<file path="config.mk">
export PLATFORM = sky130hd
export DESIGN_NAME = aes_round_ctrl
export DESIGN_NICKNAME = d
export VERILOG_FILES = /design/src/rtl/aes_pkg.sv /design/src/rtl/aes_round_ctrl.sv
export SDC_FILE = /design/constraint.sdc
export NUM_CORES = 1
export LEC_CHECK = 0
export BUFFER_PORTS_ARGS = -buffer_cell sky130_fd_sc_hd__buf_2
export CORE_AREA = 2 2 253 255
export DETAILED_ROUTE_END_ITERATION = 8
export DIE_AREA = 0 0 255 257
export HOLD_SLACK_MARGIN = 0.02
export MAX_ROUTING_LAYER = met4
export PLACE_DENSITY = 0.34
export REMOVE_ABC_BUFFERS = 1
export SYNTH_ARGS = -nofsm -noshare
export SYNTH_HDL_FRONTEND = slang
export SYNTH_SLANG_ARGS = --single-unit
</file>
<file path="constraint.sdc">
create_clock -name pi_clk -period 1.8 [get_ports pi_clk]
set_input_delay 0.09 -clock pi_clk [delete_from_list [all_inputs] [get_ports pi_clk]]
set_output_delay 0.09 -clock pi_clk [all_outputs]
set_load 0.01 [all_outputs]
</file>
<file path="src/rtl/aes_pkg.sv">
// Shared AES-128 sequencing types and sizes used by the round controller
// and by any swappable datapath / key-store variants.
package aes_pkg;

  localparam int AES_NR      = 10;
  localparam int AES_BLOCK_W = 128;
  localparam int KEY_IDX_W   = 4;

  typedef enum logic [1:0] {
    ST_IDLE  = 2'd0,
    ST_ROUND = 2'd1,
    ST_FINAL = 2'd2,
    ST_DONE  = 2'd3
  } aes_state_e;

endpackage

</file>
<file path="src/rtl/aes_round_ctrl.sv">
// Iterative AES-128 round sequencer: owns the cipher state register and steps
// it through the external round datapath, one round per clock.
module aes_round_ctrl
  import aes_pkg::*;
#(
  parameter int NR = AES_NR
) (
  input  logic                   pi_clk,
  input  logic                   pi_rst,
  input  logic                   pi_in_valid,
  output logic                   po_in_ready,
  input  logic [AES_BLOCK_W-1:0] pi_data,
  output logic [AES_BLOCK_W-1:0] po_state,
  output logic                   po_skip_mix,
  output logic [KEY_IDX_W-1:0]   po_key_idx,
  input  logic [AES_BLOCK_W-1:0] pi_round_key,
  input  logic [AES_BLOCK_W-1:0] pi_round_out,
  output logic                   po_out_valid,
  input  logic                   pi_out_ready,
  output logic [AES_BLOCK_W-1:0] po_data,
  output logic                   po_busy
);

  aes_state_e             r_fsm, w_fsm_nxt;
  logic [KEY_IDX_W-1:0]   r_rnd, w_rnd_nxt;
  logic [AES_BLOCK_W-1:0] r_state, w_state_nxt;
  logic                   w_load;

  always_ff @(posedge pi_clk or negedge pi_rst) begin
    if (!pi_rst) begin
      r_fsm   <= ST_IDLE;
      r_rnd   <= '0;
      r_state <= '0;
    end else begin
      r_fsm   <= w_fsm_nxt;
      r_rnd   <= w_rnd_nxt;
      r_state <= w_state_nxt;
    end
  end

  always_comb begin
    w_fsm_nxt    = r_fsm;
    w_rnd_nxt    = r_rnd;
    w_state_nxt  = r_state;
    w_load       = 1'b0;
    po_in_ready  = 1'b0;
    po_out_valid = 1'b0;
    po_busy      = 1'b0;
    po_skip_mix  = 1'b0;
    po_key_idx   = '0;

    case (r_fsm)
      ST_IDLE: begin
        po_in_ready = 1'b1;
        w_load      = pi_in_valid;
      end
      ST_ROUND: begin
        po_busy     = 1'b1;
        po_key_idx  = r_rnd;
        w_state_nxt = pi_round_out;
        w_rnd_nxt   = r_rnd + 1'b1;
        if (r_rnd == KEY_IDX_W'(NR - 1)) w_fsm_nxt = ST_FINAL;
      end
      ST_FINAL: begin
        po_busy     = 1'b1;
        po_skip_mix = 1'b1;
        po_key_idx  = KEY_IDX_W'(NR);
        w_state_nxt = pi_round_out;
        w_fsm_nxt   = ST_DONE;
      end
      ST_DONE: begin
        // Key index stays 0 so a back-to-back load sees the whitening key.
        po_out_valid = 1'b1;
        po_in_ready  = pi_out_ready;
        if (pi_out_ready) begin
          if (pi_in_valid) begin
            w_load = 1'b1;
          end else begin
            w_fsm_nxt = ST_IDLE;
            w_rnd_nxt = '0;
          end
        end
      end
      default: w_fsm_nxt = ST_IDLE;
    endcase

    if (w_load) begin
      w_state_nxt = pi_data ^ pi_round_key;
      w_rnd_nxt   = KEY_IDX_W'(1);
      w_fsm_nxt   = ST_ROUND;
    end
  end

  assign po_state = r_state;
  assign po_data  = r_state;

endmodule

</file>
# Yosys cells after proc, flatten, opt, wreduce, memory -nomap -nowiden
# Cells that the tools add are included.
totals:
  register_bits: 134
  input_bits: 388
  out_inout_bits: 264
  wordCells: 38
classes:
  n_eq_ne: 7
  addsub: 1
  bitwise_logic: 1
  n_reduce_logical: 7
  n_mux: 19
op_table:
  columns: ["operator", "n"]
  rows:
  - ["128-bit two-way mux", 2]
  - ["128-bit XOR", 1]
  - ["4-bit case mux with 2 select lines", 2]
  - ["4-bit two-way mux", 3]
  - ["3-bit inequality test (second input constant)", 3]
  - ["2-bit two-way mux", 4]
  - ["2-bit case mux with 3 select lines", 1]
  - ["1-bit two-way mux", 5]
  - ["4-bit by 1-bit adder with 4-bit output (second input constant)", 1]
  - ["2-bit == test (second input constant)", 2]
  - ["4-bit == test (second input constant)", 1]
  - ["1-bit case mux with 2 select lines", 2]
  - ["4-bit AND reduction", 1]
  - ["4-bit nonzero test", 1]
  - ["3-bit AND reduction", 1]
  - ["3-bit nonzero test", 1]
  - ["2-bit by 1-bit == test with 1-bit output (second input constant)", 1]
  - ["2-bit zero test", 1]
  - ["2-bit nonzero test", 1]
  - ["2-bit OR reduction", 1]

# Depth between registers and ports, before layout
# Gate-level depths: netlist of the first run.
depth:
  depth_word: 5
  mapped_depth: 9
  ltp_nobuf: 6

# Worst setup path before layout of the first run
# Ideal clock, no wire load.
synth_path:
  path_type: "register -> register"
  startpoint: "register r_fsm[0]"
  endpoint: "register r_state[31] (netlist: po_data[31])"
  setup_ps: 83
  arrival_ps: 1747
  path_buffers: 4
  stages_incl_launch_ff: 10
  required_ps: 1717
  setup_slack_ps: -30
  synth_period_minus_slack_ps: 1830
  path_cell_list: "dfrtp_1 inv_1 ha_1 buf_2 nor3_4 buf_6 buf_6 buf_6 nand2_1 o21ai_0"
synth_between:
  elab_chain_cells: 3
  word_cells_on_any_way: 8
  cone_classes: "3 x eq/ne; 2 x mux; 3 x reduce/logical"
synth_lines:
  columns: ["element", "line", "rtl"]
  rows:
  - ["start, declared", "aes_round_ctrl.sv:24", "aes_state_e r_fsm, w_fsm_nxt;"]
  - ["start signal, assigned", "aes_round_ctrl.sv:35", "r_fsm <= w_fsm_nxt;"]
  - ["2-bit == test, or another cell as far along", "aes_round_ctrl.sv:52", "case (r_fsm)"]
  - ["1-bit case mux with 2 select lines or 2-bit OR reduction (tied branches)", null, null]
  - ["128-bit two-way mux or 2-bit nonzero test (tied branches)", null, null]
  - ["end signal, assigned", "aes_round_ctrl.sv:37", "r_state <= w_state_nxt;"]
  - ["end, declared", "aes_round_ctrl.sv:26", "logic [AES_BLOCK_W-1:0] r_state, w_state_nxt;"]
# Parallel ways exist; a longest one is shown, timed or not.
# A chain may end at the register's enable or synchronous reset.

# Final worst setup path of the first run
layout_path:
  startpoint: "register r_fsm[0]"
  endpoint: "output po_key_idx[0]"
layout_between:
  elab_chain_cells: 2
  word_cells_on_any_way: 3
  cone_classes: "2 x eq/ne; 1 x mux"
layout_lines:
  columns: ["element", "line", "rtl"]
  rows:
  - ["2-bit == test or 2-bit by 1-bit == test with 1-bit output (tied branches)", "aes_round_ctrl.sv:52", null]
  - ["4-bit case mux with 2 select lines *", "aes_round_ctrl.sv:52", null]
  - ["end, declared", "aes_round_ctrl.sv:15", "output logic [KEY_IDX_W-1:0] po_key_idx,"]
# Every way passes the cells marked *; elsewhere a longest branch is shown, timed or not.

==> results of run 1 <==
==> power by group <==
part / internal, W / leakage, nW / switching [W]
clock network: 0.00220 / 0.281 / 0.00146
logic: 0.00848 / 6.57 / 0.00803
registers: 0.00470 / 1.59 / 0.00150
total: 0.0154 / 8.43 / 0.0110
==> per-layer routing <==
| layer | up-vias | track usage |
|---|---|---|
| met5 | - | - |
| met3 | 34 | 0.0266 |
| met1 | 4481 | 0.119 |
| met4 | 0 | 0.0398 |
| li1 | 4692 | - |
| met2 | 344 | 0.198 |
==> sequential cells by signal, indices dropped and copies added (netlist names) <==
register  flops
po_data     128
r_fsm         2
r_rnd         4
==> stage by stage <==
stage	hold WS (ns)	setup WS (ns)	power [W]	setup TNS (ns)	instance area, um2
3_3_place_gp	0.113	0.0268	0.0198	0	12100
5_1_grt	0.151	-0.0842	0.0284	-3.73	17400
2_1_floorplan	-0.206	-7.51	0.0101	-979.28	7200
3_5_place_dp	0.109	-0.0332	0.0199	-0.0788	12100
6_report	0.122	0.0155	0.0264	0	17400
4_1_cts	0.0521	-0.0518	0.0256	-0.163	16800
==> Yosys cell counts, drive strengths merged <==
cell type and n:
or3 1, nor2 3, o21a 2, buf 161
o21ai 129, dfrtp 134, mux2i 128, o311ai 2
nand2 132, nand3b 1, a31oi 1, xor2 128
inv 6, clkbuf 11, nand3 1, o211ai 1
and3 2, nor2b 2, o41ai 1, a21oi 8
nor3 4, nand2b 2, ha 6
==> critical path, stage by stage, from the launching register on <==
cell                      delay, ns
sky130_fd_sc_hd__dfrtp_1       0.40
sky130_fd_sc_hd__inv_2         0.08
sky130_fd_sc_hd__ha_4          0.22
sky130_fd_sc_hd__buf_12        0.14
sky130_fd_sc_hd__buf_8         0.11
sky130_fd_sc_hd__and3_4        0.17
sky130_fd_sc_hd__buf_6         0.11
==> repair_timing <==
action | CTS | global route
setup endpoints to repair | 20 | 127
pin swaps | 4 | 2
resized for setup | 37 | 102
hold buffers | 383 | 0
cloned | 2 | 14
hold endpoints to repair | 258 | 0
buffers inserted | 17 | 1
==> area by class of cell <==
class	instances	area share
Antenna cell	1	0.000144
Clock buffer	23	0.0264
Sequential cell	134	0.193
Clock inverter	8	0.00721
Multi-Input combinational cell	554	0.229
Inverter	6	0.00130
Tap cell	846	0.0610
Timing Repair Buffer	1119	0.482
==> final timing paths <==
path / startpoint / endpoint / slack (ns) / cells past startpoint
setup reg to reg: r_fsm[0] / r_fsm[1] / 0.03 / 7
hold reg to reg: po_data[53] / po_data[53] / 0.57 / 2
max in group asynchronous: pi_rst / po_data[16] / 1.02 / 3
min in group asynchronous: pi_rst / po_data[17] / 0.18 / 2
setup / recovery: r_fsm[0] / po_key_idx[0] / 0.02 / 6
hold / removal: pi_in_valid / r_fsm[0] / 0.12 / 4
==> logic make-up after synthesis <==
group,Yosys count,share of synthesized area
flip-flops,134,0.396
AO/OA/AOI/OAI,144,0.0889
adder cells (fa/ha/maj),6,0.00887
multiplexers,128,0.151
AND/OR/NAND/NOR,148,0.0702
XOR/XNOR,128,0.133
buffers and inverters,178,0.152
==> impl_metrics.toml, run 1 <==
[grt]
vias_in_the_first_global_route = 10100
grt.overflow.total = 0
initial_antenna_violation_count = 1
grt_max_degree = 49
grt_first_pass_wirelength_um = 54300
groute.usage.overall = 0.111

[layout]
layoutNonFillerInstCount = 2691
area_used_by_sequential_logic_in_the_layout_mm2 = 0.00335
most-common-layout-cells = "645 x sky130_fd_sc_hd__buf_2, 383 x sky130_fd_sc_hd__dlygate4sd3_1, 134 x sky130_fd_sc_hd__dfrtp_1"
fillerInstances = 6705
final_nets = 2226
final_layout_size_suffix_gt1_frac = 0.431
mostFrequentLayoutCell = "sky130_fd_sc_hd__buf_2"
final_core_util = 0.277
multi_input_gate_area_in_the_final_layout_mm2 = 0.00397
synthToLayoutAreaGrowth_pct = 105

[clocking]
cts_buffer_depth = 2
cts_root_buf = "sky130_fd_sc_hd__clkbuf_16"
ctsHtreeMaxLevel = 4
clk_pin_slew_worst_paths_ns = 0.06
worstSkewPairLatency_ns = 0.47
cts_tree = "built"
tritoncts_num_sinks = 134
cts_made_buffers = 17

[floorplanning]
chipWidth_um = 255
floorplan.die_area_mm2 = 0.0655
die_h_um = 257
num_io_pins = 652
initial_core_util = 0.135
placeableCoreArea_mm2 = 0.0627
rows = 92

[power_and_ir_drop]
irDropWorstVdd_mv = 0.693
power_density_mw_per_mm2 = 1520
p_leak_nw = 8.43

[synth]
post-synth-top-area-cell = "sky130_fd_sc_hd__dfrtp_1"
ys_seq_area_frac = 0.396
netlist_instances = 866
synth_largest_type_area_fraction = 0.396
synth_area_mm2 = 0.00846
netlist-cell-type-count = 30
yosys_warnings = 0
syn-mean-instance-area_um2 = 9.77
post_synth_main_area_contributors = "sky130_fd_sc_hd__dfrtp_1 40%, sky130_fd_sc_hd__mux2i_1 15%, sky130_fd_sc_hd__xor2_1 13%, sky130_fd_sc_hd__buf_4 11%, sky130_fd_sc_hd__nand2_1 5.9%"
synth.ff_latch_count = 134

[timing]
rel_slew_slack = 0.617
worst_pin_slew_ns = 0.575
finalSetupViolations = 0
slew_violations = 0
max_freq_mhz = 560
skew_ns = 0.0100
final_min_period_over_clock_period = 0.991
finalHoldViolations = 0
rsz0062_at_grt = "yes"
min_period_ns = 1.78

[critical_path]
worst_setup_path_end_kind = "output port"
cp_data_required_time_ns = 1.71
kind_of_start_point_of_the_critical_path = "flip-flop"
worstSetupPathType = "flip-flop to output port"
worst-path-max-fanout = 4
arrival_ns = 1.69

[routing]
drt-total-wl_um = 38100
detailedRoute.firstPassIterationCount = 6
detail_route.iter0.violations = 220
route.antenna.remaining_nets = 0
drt_drc_violations_left = 0
top_signal_layer_used = "met4"
routed-wl-met3_um = 1840
wirelength_met1_um = 15500
via_count = 9551
met2WireLength_um = 20100
routedWlPerCell_um = 14.2
routed_via_density = 3.55

[run]
cap_viol_max_count = 0

[hold_path]
min_path_type = "input pin to flip-flop"

[placed_design]
place.detailed.instances = 2243
port_buffers = 651
placed_wire_length_estimate_after_detailed_placement_um = 26500
place.gp.congestion = 0.795

[outcome]
result_of_the_run = "complete, no violations"
No activity file was read; power rests on OpenSTA's default activity.
==> run 2, diff against run 1 <==
--- a/config.mk
+++ b/config.mk
@@ -13,6 +13,7 @@
 export MAX_ROUTING_LAYER = met4
 export PLACE_DENSITY = 0.34
 export REMOVE_ABC_BUFFERS = 1
+export SETUP_SLACK_MARGIN = 0.3
 export SYNTH_ARGS = -nofsm -noshare
 export SYNTH_HDL_FRONTEND = slang
 export SYNTH_SLANG_ARGS = --single-unit
==> run 2 against run 1 <==
Against the previous run:
- the run now ends with negative setup slack left
- first-iteration DRC count grew 11%
- combinational power grew 9%
- core utilization rose by 0.88 points
- routed wire length increased by 1.0%
- fmax down 3.2%
- design area up 3.2%
- global-route usage rose by 0.19 points
- critical endpoint is now po_data[50]
==> impl_metrics.toml, run 2 (synthesis results as in run 1) <==
[timing]
hold_slack_ns = 0.0659
rel_slew_slack = 0.617
finalHoldViolations = 0
postLayoutSetupSlackWorst_ns = -0.0429
min_period_ns = 1.84
rsz0062_at_grt = "yes"
slew_violations = 0
max_freq_mhz = 543
worst_pin_slew_ns = 0.574
finalSetupViolations = 23
final_min_period_over_clock_period = 1.02
skew_ns = 0.00882

[critical_path]
timing.critical_path.slowest_cell_delay_ns = 0.41
cp.buffers_inverters = 5
worstSetupPathType = "flip-flop to flip-flop"
setup.reg_to_reg.worst_slack_ns = -0.04
reg2reg_depth = 10
worst_setup_path_end_kind = "flip-flop"
regToRegEndpoint = "po_data[50]"
timing.critical_path.slowest_stage_cell = "sky130_fd_sc_hd__dfrtp_1"
worst-path-max-fanout = 6
timing.critical_path.cells = "buf_6 > ha_4 > a21oi_4 > nor3_4 > buf_12 > buf_16 > buf_12 > buf_16 > nand2_2 > o21ai_1"
cpLargestDelayFamily = "buffers and inverters"
kind_of_start_point_of_the_critical_path = "flip-flop"
arrival_ns = 2.19
reg2reg_from = "r_fsm[0]"
cp_data_required_time_ns = 2.15

[floorplanning]
rows = 92
initial_core_util = 0.135
chipWidth_um = 255
floorplan.die_area_mm2 = 0.0655
placeableCoreArea_mm2 = 0.0627
num_io_pins = 652
die_h_um = 257

[placed_design]
placed_wire_length_estimate_after_detailed_placement_um = 26500
port_buffers = 651
place.gp.congestion = 0.795
pre_cts_setup_slack_ns = -0.0332

[grt]
groute.usage.overall = 0.113
initial_antenna_violation_count = 1
grt_first_pass_wirelength_um = 55100
grt_max_degree = 49
grt.overflow.total = 0
vias_in_the_first_global_route = 10200

[routing]
route.antenna.remaining_nets = 0
drt-total-wl_um = 38500
drt_drc_violations_left = 0
via_count = 9667
detail_route.iter0.violations = 244
routedWlPerCell_um = 14.2
detailedRoute.firstPassIterationCount = 6
routed_via_density = 3.57

[layout]
final_nets = 2240
final_core_util = 0.286
mostFrequentLayoutCell = "sky130_fd_sc_hd__buf_2"
final_layout_size_suffix_gt1_frac = 0.471
synthToLayoutAreaGrowth_pct = 112
most-common-layout-cells = "642 x sky130_fd_sc_hd__buf_2, 383 x sky130_fd_sc_hd__dlygate4sd3_1, 134 x sky130_fd_sc_hd__dfrtp_1"
largest_reg_flops = 128

[power_and_ir_drop]
share_clk_of_total_power = 0.131
sw_frac_of_total = 0.416
seq_power_share = 0.224
p_leak_nw = 8.72
internal_power_w = 0.0163
comb_pwr_share = 0.645
power_density_mw_per_mm2 = 1560
irDropWorstVdd_mv = 0.691
total_switching_power_w = 0.0116

[clocking]
ctsHtreeMaxLevel = 4
cts_made_buffers = 17
cts_buffer_depth = 2
worstSkewPairLatency_ns = 0.47
tritoncts_num_sinks = 134
clk_pin_slew_worst_paths_ns = 0.06
cts_tree = "built"
cts_root_buf = "sky130_fd_sc_hd__clkbuf_16"

[run]
cap_viol_max_count = 0

[hold_path]
hold_start = "pi_in_valid"
min_path_type = "input pin to flip-flop"
end_point_of_the_most_critical_hold_path = "r_fsm[0]"
worstHoldPathCells = 4

[outcome]
result_of_the_run = "finished, violations left"
failed_checks = "negative setup slack"
## run 2: area by class of cell
type / instances / area [um2]
Antenna cell: 1 / 2.50
Tap cell: 846 / 1060
Fill cell: 6643 / 44800
Clock inverter: 8 / 125
Inverter: 6 / 22.5
Timing Repair Buffer: 1133 / 8620
Clock buffer: 23 / 458
Sequential cell: 134 / 3350
Multi-Input combinational cell: 554 / 4280
## run 2: layer usage
layer	vias up	wire length [um]	GRT usage
li1	4724	-	-
met1	4569	15500	0.122
met2	342	20700	0.202
met3	32	1750	0.0260
met4	0	544	0.0372
met5	-	0	-
## run 2: timing repair
item                                   CTS  global route
endpoints found under the hold margin  258             0
gates cloned                             7             9
hold buffers                           383             0
buffers inserted                        21            10
pin swaps                                4            29
setup endpoints to repair              142           142
resized for setup                       87           164
## run 2: power groups by stage
stage | Sequential, W | Combinational [W] | Clock (W)
detailed placement | 0.00625 | 0.0136 | 0
global placement | 0.00627 | 0.0136 | 0
finish | 0.00624 | 0.0180 | 0.00366
floorplan | 0.00713 | 0.00300 | 0
global route | 0.00644 | 0.0195 | 0.00397
CTS | 0.00624 | 0.0163 | 0.00386
## run 2: worst max-delay path by stage
stage | slack [ns] | to | start | cells after the start
2_1_floorplan | -7.51 | r_fsm[1] | r_fsm[0] | 4
3_3_place_gp | 0.03 | po_data[102] | r_fsm[0] | 6
3_5_place_dp | -0.03 | po_data[33] | r_fsm[0] | 6
4_1_cts | -0.05 | po_key_idx[0] | r_fsm[1] | 6
5_1_grt | -0.13 | po_key_idx[0] | r_fsm[0] | 6
6_report | -0.04 | po_data[50] | r_fsm[0] | 10
## run 2: metrics by stage
| step | setup TNS [ns] | instance area [um2] | std cells | total power [W] |
|---|---|---|---|---|
| after CTS | -1.11 | 17100 | 2685 | 0.0264 |
| final | -0.446 | 17900 | 2705 | 0.0279 |
| after detailed placement | -0.0788 | 12100 | 2243 | 0.0199 |
| after global routing | -8.29 | 17900 | 2705 | 0.0299 |
| after floorplan | -979.28 | 7200 | 694 | 0.0101 |
| after global placement | 0 | 12100 | 2243 | 0.0198 |
## run 2: tightest hold or removal path: stages
cell and delay, ns:
sky130_fd_sc_hd__buf_2 0.10, sky130_fd_sc_hd__o21a_1 0.18, sky130_fd_sc_hd__o21ai_2 0.07, sky130_fd_sc_hd__o311ai_2 0.06
==> run 3, diff against run 2 <==
--- a/config.mk
+++ b/config.mk
@@ -13,7 +13,7 @@
 export MAX_ROUTING_LAYER = met4
 export PLACE_DENSITY = 0.34
 export REMOVE_ABC_BUFFERS = 1
-export SETUP_SLACK_MARGIN = 0.3
+export SETUP_SLACK_MARGIN = 0.05
 export SYNTH_ARGS = -nofsm -noshare
 export SYNTH_HDL_FRONTEND = slang
 export SYNTH_SLANG_ARGS = --single-unit
==> run 3 against run 2 <==
Against the previous run:
- the flow still finishes with violations (negative setup slack)
- sequential share of layout area is 0.55 points higher
- hold slack improved by 0.040 ns
- final cell count decreased by 0.48%
==> impl_metrics.toml, run 3 (synthesis results as in run 1) <==
[clocking]
cts_tree = "built"
tritoncts_num_sinks = 134
cts_made_buffers = 17
ctsHtreeMaxLevel = 4
clk_pin_slew_worst_paths_ns = 0.06
cts_root_buf = "sky130_fd_sc_hd__clkbuf_16"
worstSkewPairLatency_ns = 0.47
cts_buffer_depth = 2

[timing]
max_freq_mhz = 555
slew_violations = 0
postLayoutSetupSlackWorst_ns = -0.00328
final_min_period_over_clock_period = 1.00
rsz0062_at_grt = "yes"
rel_slew_slack = 0.616
min_period_ns = 1.80
skew_ns = 0.0104
finalSetupViolations = 1
worst_pin_slew_ns = 0.576
hold_slack_ns = 0.105
finalHoldViolations = 0
post_route_setup_tns_ns = -0.00328

[grt]
groute.usage.overall = 0.112
grt_first_pass_wirelength_um = 54600
vias_in_the_first_global_route = 10100
initial_antenna_violation_count = 1
grt_max_degree = 49
grt.overflow.total = 0

[layout]
final_nets = 2227
non_filler_cell_area_final_mm2 = 0.0174
final_core_util = 0.277
largest_reg_flops = 128
final_layout_size_suffix_gt1_frac = 0.430
synthToLayoutAreaGrowth_pct = 106
mostFrequentLayoutCell = "sky130_fd_sc_hd__buf_2"
most-common-layout-cells = "645 x sky130_fd_sc_hd__buf_2, 383 x sky130_fd_sc_hd__dlygate4sd3_1, 134 x sky130_fd_sc_hd__dfrtp_1"

[critical_path]
worst-path-max-fanout = 9
kind_of_start_point_of_the_critical_path = "flip-flop"
cp_data_required_time_ns = 2.15
worst_setup_path_end_kind = "flip-flop"
worstSetupPathType = "flip-flop to flip-flop"
arrival_ns = 2.15

[placed_design]
pre_cts_setup_slack_ns = -0.0332
port_buffers = 651
postPlaceCellArea_mm2 = 0.0121
placed_wire_length_estimate_after_detailed_placement_um = 26500
place.gp.congestion = 0.795

[routing]
via_count = 9557
route.antenna.remaining_nets = 0
drt_drc_violations_left = 0
detailedRoute.firstPassIterationCount = 6
detail_route.iter0.violations = 199
routed_via_density = 3.55
drt-total-wl_um = 38100
routedWlPerCell_um = 14.2

[power_and_ir_drop]
irDropWorstVdd_mv = 0.692
p_leak_nw = 8.45
power_density_mw_per_mm2 = 1520

[floorplanning]
chipWidth_um = 255
num_io_pins = 652
floorplan.die_area_mm2 = 0.0655
die_h_um = 257
placeableCoreArea_mm2 = 0.0627
initial_core_util = 0.135
rows = 92

[hold_path]
min_path_type = "input pin to flip-flop"

[outcome]
failed_checks = "negative setup slack"
result_of_the_run = "finished, violations left"

[run]
cap_viol_max_count = 0
==> run 3: cell types whose count changed in the layout (fill, tap and decap cells not counted), moves of 5 or more <==
cell / change
sky130_fd_sc_hd__nand2_4: -12
sky130_fd_sc_hd__nand2_1: +37
sky130_fd_sc_hd__o21ai_2: -24
sky130_fd_sc_hd__buf_8: +5
sky130_fd_sc_hd__clkbuf_16: +5
sky130_fd_sc_hd__buf_6: -14
sky130_fd_sc_hd__nand2_2: -25
sky130_fd_sc_hd__o21ai_1: +8
sky130_fd_sc_hd__buf_12: -7
sky130_fd_sc_hd__o21ai_0: +16
==> run 3: area by class of cell <==
class	instances	area, um2
clock inverter	8	125
sequential	134	3350
multi-input combinational	554	3970
antenna	1	2.50
clock buffer	23	458
tap	846	1060
timing repair buffer	1120	8410
fill	6691	45300
inverter	6	22.5
==> run 3: metal layers <==
| metal | up-vias | share of wire | track usage |
|---|---|---|---|
| li1 | 4695 | - | - |
| met1 | 4488 | 0.41 | 0.121 |
| met2 | 340 | 0.53 | 0.200 |
| met3 | 34 | 0.048 | 0.0263 |
| met4 | 0 | 0.017 | 0.0372 |
| met5 | - | 0 | - |
==> run 3: worst paths after layout <==
kind	start	depth (start not counted)	slack (ns)	end
min reg2reg	po_data[53]	2	0.57	po_data[53]
max	r_fsm[0]	9	-0.003	po_data[106]
min	pi_in_valid	4	0.11	r_fsm[0]
min in group asynchronous	pi_rst	2	0.18	po_data[17]
max reg2reg	r_fsm[0]	9	-0.003	po_data[106]
max in group asynchronous	pi_rst	3	1.02	po_data[16]
==> run 3: where the power goes <==
| group | internal (W) | total, W | switching [W] |
|---|---|---|---|
| Combinational | 0.00855 | 0.0166 | 0.00807 |
| Sequential | 0.00470 | 0.00621 | 0.00151 |
| Clock | 0.00220 | 0.00366 | 0.00145 |
==> run 3: per-stage QoR <==
stage	instances	power (W)
CTS	2677	0.0258
global placement	2243	0.0198
detailed placement	2243	0.0199
finish	2692	0.0265
global route	2692	0.0285
floorplan	694	0.0101
==> run 3: critical path: stages (launching register included) <==
cell,delay (ns)
sky130_fd_sc_hd__dfrtp_1,0.40
sky130_fd_sc_hd__buf_4,0.17
sky130_fd_sc_hd__ha_4,0.17
sky130_fd_sc_hd__a21oi_4,0.22
sky130_fd_sc_hd__nor3_4,0.08
sky130_fd_sc_hd__buf_12,0.17
sky130_fd_sc_hd__clkbuf_16,0.19
sky130_fd_sc_hd__buf_8,0.14
sky130_fd_sc_hd__nand2_1,0.07
sky130_fd_sc_hd__o21ai_0,0.08
==> run 3: what timing repair did <==
| item | CTS | global route |
|---|---|---|
| pin swaps | 4 | 3 |
| cloned | 3 | 14 |
| buffers inserted | 17 | 0 |
| endpoints found under the hold margin | 258 | 0 |
| hold buffers | 383 | 0 |
| gates resized for setup | 55 | 86 |
| setup endpoints to repair | 90 | 136 |
